--- src/rtl/medfilt_sram_arb.sv ---
// medfilt_sram_arb: two-client arbiter in front of the median-filter frame SRAM.
//
// Client 0 (line fetch) and client 1 (result writeback) share the single SRAM
// request slot. Arbitration is round-robin. A client may also hold a bounded
// burst lock, which keeps the grant for up to MAX_BURST consecutive cycles while
// the other client waits. Read data returns through a registered one-cycle path.
//
// Ports:
//   clk, rst_n        clock, asynchronous active-low reset
//   ck_req/ck_lock    request valid / ask to keep the grant next cycle (k = 0, 1)
//   ck_we/ck_be       write select / byte enables (be ignored on reads)
//   ck_addr/ck_wdata  word address / write data
//   ck_gnt            combinational accept for this cycle
//   ck_rvalid/rdata   registered read response, rdata held between reads
//   sram_*            SRAM drive: csn active low, separate read/write address,
//                     byte write enables, write data; sram_dout is comb. read data
module medfilt_sram_arb #(
    parameter int unsigned DW        = 64,
    parameter int unsigned BW        = 8,
    parameter int unsigned AW        = 21,
    parameter int unsigned MAX_BURST = 4
) (
    input  logic          clk,
    input  logic          rst_n,

    input  logic          c0_req,
    input  logic          c0_lock,
    input  logic          c0_we,
    input  logic [BW-1:0] c0_be,
    input  logic [AW-1:0] c0_addr,
    input  logic [DW-1:0] c0_wdata,
    output logic          c0_gnt,
    output logic          c0_rvalid,
    output logic [DW-1:0] c0_rdata,

    input  logic          c1_req,
    input  logic          c1_lock,
    input  logic          c1_we,
    input  logic [BW-1:0] c1_be,
    input  logic [AW-1:0] c1_addr,
    input  logic [DW-1:0] c1_wdata,
    output logic          c1_gnt,
    output logic          c1_rvalid,
    output logic [DW-1:0] c1_rdata,

    output logic          sram_csn,
    output logic [AW-1:0] sram_adri,
    output logic [AW-1:0] sram_adro,
    output logic [BW-1:0] sram_wen,
    output logic [DW-1:0] sram_din,
    input  logic [DW-1:0] sram_dout
);

    // Counter only needs to reach MAX_BURST-1.
    localparam int unsigned CW = (MAX_BURST > 2) ? $clog2(MAX_BURST) : 1;
    localparam logic [CW-1:0] CNT_MAX = CW'(MAX_BURST - 1);

    logic          last_q;   // last-granted client
    logic [CW-1:0] cnt_q;    // consecutive locked grants
    logic          gq_q;     // a grant happened last cycle

    logic          last_lock;
    logic          keep;
    logic          any_gnt;
    logic          sel;      // granted client index
    logic          sel_we;
    logic          sel_lock;
    logic [BW-1:0] sel_be;
    logic [AW-1:0] sel_addr;
    logic [DW-1:0] sel_wdata;

    assign last_lock = last_q ? c1_lock : c0_lock;
    // The last winner keeps the slot on a tie only while its burst is still under the cap.
    assign keep      = gq_q & last_lock & (cnt_q < CNT_MAX);

    always_comb begin
        c0_gnt = 1'b0;
        c1_gnt = 1'b0;
        if (rst_n) begin
            if (c0_req && c1_req) begin
                c1_gnt = keep ? last_q : ~last_q;
                c0_gnt = ~c1_gnt;
            end else begin
                c0_gnt = c0_req;
                c1_gnt = c1_req;
            end
        end
    end

    assign any_gnt   = c0_gnt | c1_gnt;
    assign sel       = c1_gnt;
    assign sel_we    = sel ? c1_we    : c0_we;
    assign sel_lock  = sel ? c1_lock  : c0_lock;
    assign sel_be    = sel ? c1_be    : c0_be;
    assign sel_addr  = sel ? c1_addr  : c0_addr;
    assign sel_wdata = sel ? c1_wdata : c0_wdata;

    // SRAM bus is zeroed when idle so unused fields never toggle.
    always_comb begin
        sram_csn  = ~any_gnt;
        sram_adri = '0;
        sram_adro = '0;
        sram_wen  = '0;
        sram_din  = '0;
        if (any_gnt) begin
            if (sel_we) begin
                sram_adro = sel_addr;
                sram_wen  = sel_be;
                sram_din  = sel_wdata;
            end else begin
                sram_adri = sel_addr;
            end
        end
    end

    always_ff @(posedge clk or negedge rst_n) begin
        if (!rst_n) begin
            last_q    <= 1'b1;
            cnt_q     <= '0;
            gq_q      <= 1'b0;
            c0_rvalid <= 1'b0;
            c1_rvalid <= 1'b0;
            c0_rdata  <= '0;
            c1_rdata  <= '0;
        end else begin
            if (any_gnt) begin
                if ((sel == last_q) && gq_q && sel_lock) begin
                    cnt_q <= (cnt_q == CNT_MAX) ? CNT_MAX : cnt_q + 1'b1;
                end else begin
                    cnt_q <= '0;
                end
                last_q <= sel;
                gq_q   <= 1'b1;
            end else begin
                cnt_q <= '0;
                gq_q  <= 1'b0;
            end

            c0_rvalid <= c0_gnt & ~c0_we;
            c1_rvalid <= c1_gnt & ~c1_we;
            if (c0_gnt && !c0_we) c0_rdata <= sram_dout;
            if (c1_gnt && !c1_we) c1_rdata <= sram_dout;
        end
    end

endmodule
--- config.mk ---
export PLATFORM = sky130hd
export DESIGN_NAME = medfilt_sram_arb
export DESIGN_NICKNAME = d
export VERILOG_FILES = /design/src/rtl/medfilt_sram_arb.sv
export SDC_FILE = /design/constraint.sdc
export NUM_CORES = 1
export LEC_CHECK = 0
export CAP_MARGIN = 15
export CORE_AREA = 2 2 194 196
export DETAILED_ROUTE_END_ITERATION = 8
export DIE_AREA = 0 0 196 198
export GPL_TIMING_DRIVEN = 0
export PLACE_DENSITY = 0.51
export SYNTH_ARGS = -nofsm -noshare
export SYNTH_HDL_FRONTEND = slang
export SYNTH_SLANG_ARGS = --single-unit
--- constraint.sdc ---
create_clock -name clk -period 3.1 [get_ports clk]
set_clock_uncertainty 0.1 [all_clocks]
set_input_delay 0.62 -clock clk [delete_from_list [all_inputs] [get_ports clk]]
set_output_delay 0.62 -clock clk [all_outputs]
set_load 0.02 [all_outputs]
==> flow_summary.ini, run 1 <==
[grt]
antenna_found_initial = 8
grt_pass1_wl_um = 48800
overflow = 0
grt_pass1_vias = 7478
grt_use_total_pct = 16.8
grt_max_degree = 71

[sta]
setup_viol = 0
fmax_mhz = 333
fin_crit_ns = 3.00
slew_headroom_pct = 72.8
period_share_pct = 96.8
worstMarginPinSlew_ns = 0.398
hold_ws_ns = 0.0596
hold_viol = 0
setup_slack_ns = 0.0997
rsz0062_at_grt = yes
final_max_slew_viol_count = 0

[yosys]
ys_seq_elements = 134
syn_inst = 695
yosysTopAreaCell = dfrtp_1
avgSynthCellArea_um2 = 10.6
synth_cell_types = 33
synth_nets = 953
synthTopCellsByArea = dfrtp_1, mux2i_1, nand2_1, mux2_1, mux2_2
yosysSeqAreaShare_pct = 45.4
synth_top_area_share_pct = 45.1
yosys_warnings = 0
netlist_area_mm2 = 0.00738

[floorplanning]
dieArea_mm2 = 0.0388
die_h_um = 198
initial_core_util_pct = 20.0
core.rowCount = 71
placeableCoreArea_mm2 = 0.0370
die_w_um = 196
ios = 505

[drt]
vias_per_cell = 4.25
first_pass_iters = 5
ant_nets = 0
drt_iter0_drc = 242
drt_wl_total_um = 34200
drc = 0
wire_per_inst_um = 19.9
vias = 7292

[clock_tree]
cts_buffer_depth = 2
cts.sinks = 134
cts_root_buf = clkbuf_16
insertion_delay_ns = 0.43
clk_pin_slew_ns = 0.08
htree_num_levels = 4
cts_tree = built
cts_buffers = 17

[placed_design]
place.port_buffers = 503
pre_cts_ws_ns = -1.24
dp_cells = 1673
gp_congestion = 0.828
dpl.hpwl_um = 26900

[min_path]
worst_hold_path_type = input port to async pin

[final_layout]
final_common_cell = clkdlybuf4s50_1
drive_gt1_share_pct = 22.8
fin_nets = 1482
fillers = 3755
final_cell_mix = clkdlybuf4s50_1, nand2_1, dfrtp_1
final_cells = 1716
syn_to_final_growth_pct = 84.4

[power]
power_uw = 7280
p_per_area_mw_per_mm2 = 535
p_leak_uw = 0.00615
ir_drop_uv = 319

[worst_setup_path]
required_ns = 2.38
cp-end-kind = output port
worstSetupPathType = register to output port
arrival_ns = 2.28
crit_fanout = 10
critPathLaunchType = register

[outcome]
status = completed

[job]
cap_violations = 0
[through the flow]
step	utilization, %	area [µm²]	setup TNS (ns)
floorplan	-	7380	0
global placement	35.2	13000	-2011.81
detailed placement	35.3	13000	-119.95
CTS	36.9	13600	-0.0337
global route	36.8	13600	-0.0592
finish	36.8	13600	0
[cell usage after synthesis (all sizes together)]
cell type    n
a21bo        1
o221ai       1
dfrtp      133
or2          1
nor2         4
nand4        2
dfstp        1
clkbuf      15
o21bai       1
and3         2
nand4b       1
buf         38
a21oi        2
mux2       128
o21ai        4
o21a         1
nand3        2
nor4         1
a31oi        2
nor2b        1
inv          6
a2111oi      2
mux2i      114
nand2      231
nor3b        1
[timing repair]
action / CTS / global route
hold endpoints to repair: 30 / 0
gates cloned: 1 / 1
setup buffers: 2 / 1
hold buffers: 1 / 0
endpoints found under the setup margin: 117 / 116
gates resized for setup: 378 / 141
pin swaps: 0 / 1
[power by group]
group	internal (µW)	switching (µW)
registers	2180	216
logic	1510	1400
clock network	1060	913
[state kept, by name (all words and copies together), names as in the netlist]
| signal | cells |
|---|---|
| c0_rdata | 64 |
| c1_rdata | 64 |
| c0_rvalid | 1 |
| last_q | 1 |
| gq_q | 1 |
| cnt_q | 2 |
| c1_rvalid | 1 |
[critical path, cell delays in order, from the launching register on]
cell	delay (ns)
dfrtp_1	0.39
a21bo_2	0.23
o21ai_2	0.07
o21bai_1	0.17
clkbuf_8	0.23
buf_6	0.20
mux2i_2	0.26
clkdlybuf4s15_2	0.30
[final cells by class]
type,count,area (µm²),share of cell area (%)
clock inverter,15,139,1.02
multi-input combinational,502,3780,27.8
timing repair buffer,510,4770,35.1
antenna,5,12.5,0.0919
clock buffer,17,425,3.13
tap,474,593,4.36
inverter,6,22.5,0.165
buffer,53,509,3.74
sequential,134,3350,24.6
[kinds of logic after synthesis]
kind of cell	after synthesis	synth area share (%)
compound gates	14	1.73
simple gates	246	12.9
flops	134	45.4
mux	242	35.0
buf+inv	59	4.90
[path summary, 6_finish.rpt]
kind	startpoint	to	slack, ns	cells after the start
hold / removal	rst_n	c1_rdata[61]$_DFFE_PN0P_	0.06	1
hold reg to reg	c0_rdata[2]$_DFFE_PN0P_	c0_rdata[2]$_DFFE_PN0P_	0.38	1
setup / recovery	gq_q$_DFF_PN0_	sram_din[10]	0.1	7
setup reg to reg	cnt_q[1]$_DFF_PN0_	c0_rdata[23]$_DFFE_PN0P_	1.01	6
min in group clk	c0_rdata[2]$_DFFE_PN0P_	c0_rdata[2]$_DFFE_PN0P_	0.38	1
max in group asynchronous	rst_n	c0_rdata[21]$_DFFE_PN0P_	2.46	2
[layer usage]
metal  part of all wire [%]  vias up  track usage, %  wire length (µm)
met1                     39     3525            18.4             13200
met4                    2.2        8            5.30               756
met3                    8.0       47            5.91              2730
li1                       -     3411               -                 -
met2                     51      301            30.3             17500
met5                   0.16        -               0                54
Note: power is estimated with default switching activity, not from simulation.
==> run 2, diff against run 1 <==
Settings changed: TNS_END_PERCENT set to 20.
==> run 2 against run 1 <==
Die area unchanged. Clock power about the same. Setup slack got worse by 0.048 ns. Largest power group unchanged. Power about the same. Global-route usage about the same. Register-to-register slack about the same. Non-clock buffer count decreased by 1. Flip-flop and latch count unchanged. Via count about the same. Final cell count about the same.
==> flow_summary.ini, run 2 (synthesis results as in run 1) <==
[floorplanning]
die_w_um = 196
die_h_um = 198
initial_core_util_pct = 20.0
ios = 505
dieArea_mm2 = 0.0388
placeableCoreArea_mm2 = 0.0370
core.rowCount = 71

[placed_design]
gp_congestion = 0.828
dp_cells = 1673
place.port_buffers = 503
placed_area_mm2 = 0.0130
dpl.hpwl_um = 26900

[worst_setup_path]
crit_start = c1_lock
worstSetupPathType = input port to output port
arrival_ns = 2.33
r2r-start = cnt_q[1]$_DFF_PN0_
crit_fanout = 10
required_ns = 2.38
regToRegEndpoint = c0_rdata[23]$_DFFE_PN0P_
ff2ff_path_depth = 6
slowest_delay_ns = 0.30
critical_path.cell_chain = dlygate4sd2_1 -> nand2_1 -> o21ai_2 -> o21bai_1 -> clkbuf_8 -> buf_4 -> mux2i_2 -> clkdlybuf4s15_2
critPathLaunchType = input port
cp-end-kind = output port
r2r_slack_ns = 1.01
worst_path_max_delay_cell = dlygate4sd2_1

[grt]
grt_pass1_vias = 7481
met3_usage_pct = 5.91
grt_max_degree = 71
grt_pass1_wl_um = 48800
use_met1_pct = 18.4
grt-busiest-layer = met2
antenna_found_initial = 8
met2_usage_pct = 30.3
overflow = 0
grt_use_total_pct = 16.8

[min_path]
worst_hold_path_type = input port to async pin

[power]
p_per_area_mw_per_mm2 = 535
power_uw = 7270
ir_drop_uv = 320
p_leak_uw = 0.00615

[final_layout]
fin_nets = 1481
postLayoutCoreUtil_pct = 36.8
fin_area_mm2 = 0.0136
syn_to_final_growth_pct = 84.3
drive_gt1_share_pct = 21.9
final_cell_mix = clkdlybuf4s50_1, nand2_1, dfrtp_1
fillers = 3753
final_common_cell = clkdlybuf4s50_1
top_regs = c0_rdata: 64 flops, c1_rdata: 64 flops, cnt_q: 2 flops
final_cells = 1715

[clock_tree]
insertion_delay_ns = 0.43
clk_pin_slew_ns = 0.07
cts.sinks = 134
cts_root_buf = clkbuf_16
cts_buffers = 17
htree_num_levels = 4
cts_buffer_depth = 2
cts_tree = built

[drt]
drt_wl_total_um = 34100
ant_nets = 0
vias = 7294
drt_iter0_drc = 233
wire_per_inst_um = 19.9
vias_per_cell = 4.25
drc = 0
first_pass_iters = 4

[sta]
worstMarginPinSlew_ns = 0.398
fmax_mhz = 328
period_share_pct = 98.3
setup_viol = 0
final_max_slew_viol_count = 0
rsz0062_at_grt = yes
hold_viol = 0
fin_crit_ns = 3.05
slew_headroom_pct = 72.8

[job]
cap_violations = 0

[outcome]
status = completed
run 2: area by class of cell:
type | instances | area [µm²] | area share, %
repair buffers | 509 | 4770 | 35.1
multi-input cells | 502 | 3780 | 27.8
flip-flops and latches | 134 | 3350 | 24.7
well taps | 474 | 593 | 4.36
plain buffers | 53 | 503 | 3.70
clock buffers | 17 | 425 | 3.13
clock inverters | 15 | 139 | 1.02
inverters | 6 | 22.5 | 0.166
diodes | 5 | 12.5 | 0.0920
run 2: worst max-delay path by stage:
| stage | slack, ns | to |
|---|---|---|
| final | 0.05 | sram_din[30] |
| after global placement | -6.48 | sram_wen[0] |
| after global routing | -0.05 | sram_din[30] |
| after CTS | -0.03 | sram_adro[14] |
| after detailed placement | -1.24 | sram_din[62] |
| after floorplan | 0.33 | sram_adri[0] |
run 2: layer usage:
metal	wire [µm]	share of wire [%]
met1	13100	38
met2	17500	51
met3	2730	8.0
met4	741	2.2
met5	54	0.16
run 2: through the flow:
stage | hold WS [ns] | setup WS, ns | setup TNS [ns]
floorplan | 0.224 | 0.329 | 0
global placement | 0.368 | -6.48 | -2011.81
detailed placement | 0.374 | -1.24 | -119.95
CTS | 0.0456 | -0.0287 | -0.153
global route | 0.0452 | -0.0484 | -0.299
finish | 0.0590 | 0.0518 | 0
run 2: critical path: cells and delay by family:
| kind | cells | cell delay, ns |
|---|---|---|
| simple gates | 1 | 0.13 |
| compound gates | 2 | 0.25 |
| buf+inv | 4 | 1.04 |
| mux | 1 | 0.27 |
run 2: repair_timing:
action	in CTS	in global routing
pin swaps	0	1
setup buffers	2	1
setup endpoints to repair	117	116
hold endpoints to repair	30	0
cloned	1	0
gates resized for setup	367	130
hold buffers	1	0
run 2: power breakdown:
group          switching (µW)  leakage, µW  internal [µW]
sequential                216      0.00160           2180
combinational            1390      0.00428           1510
clock                     913     0.000270           1060
total                    2520      0.00615           4750
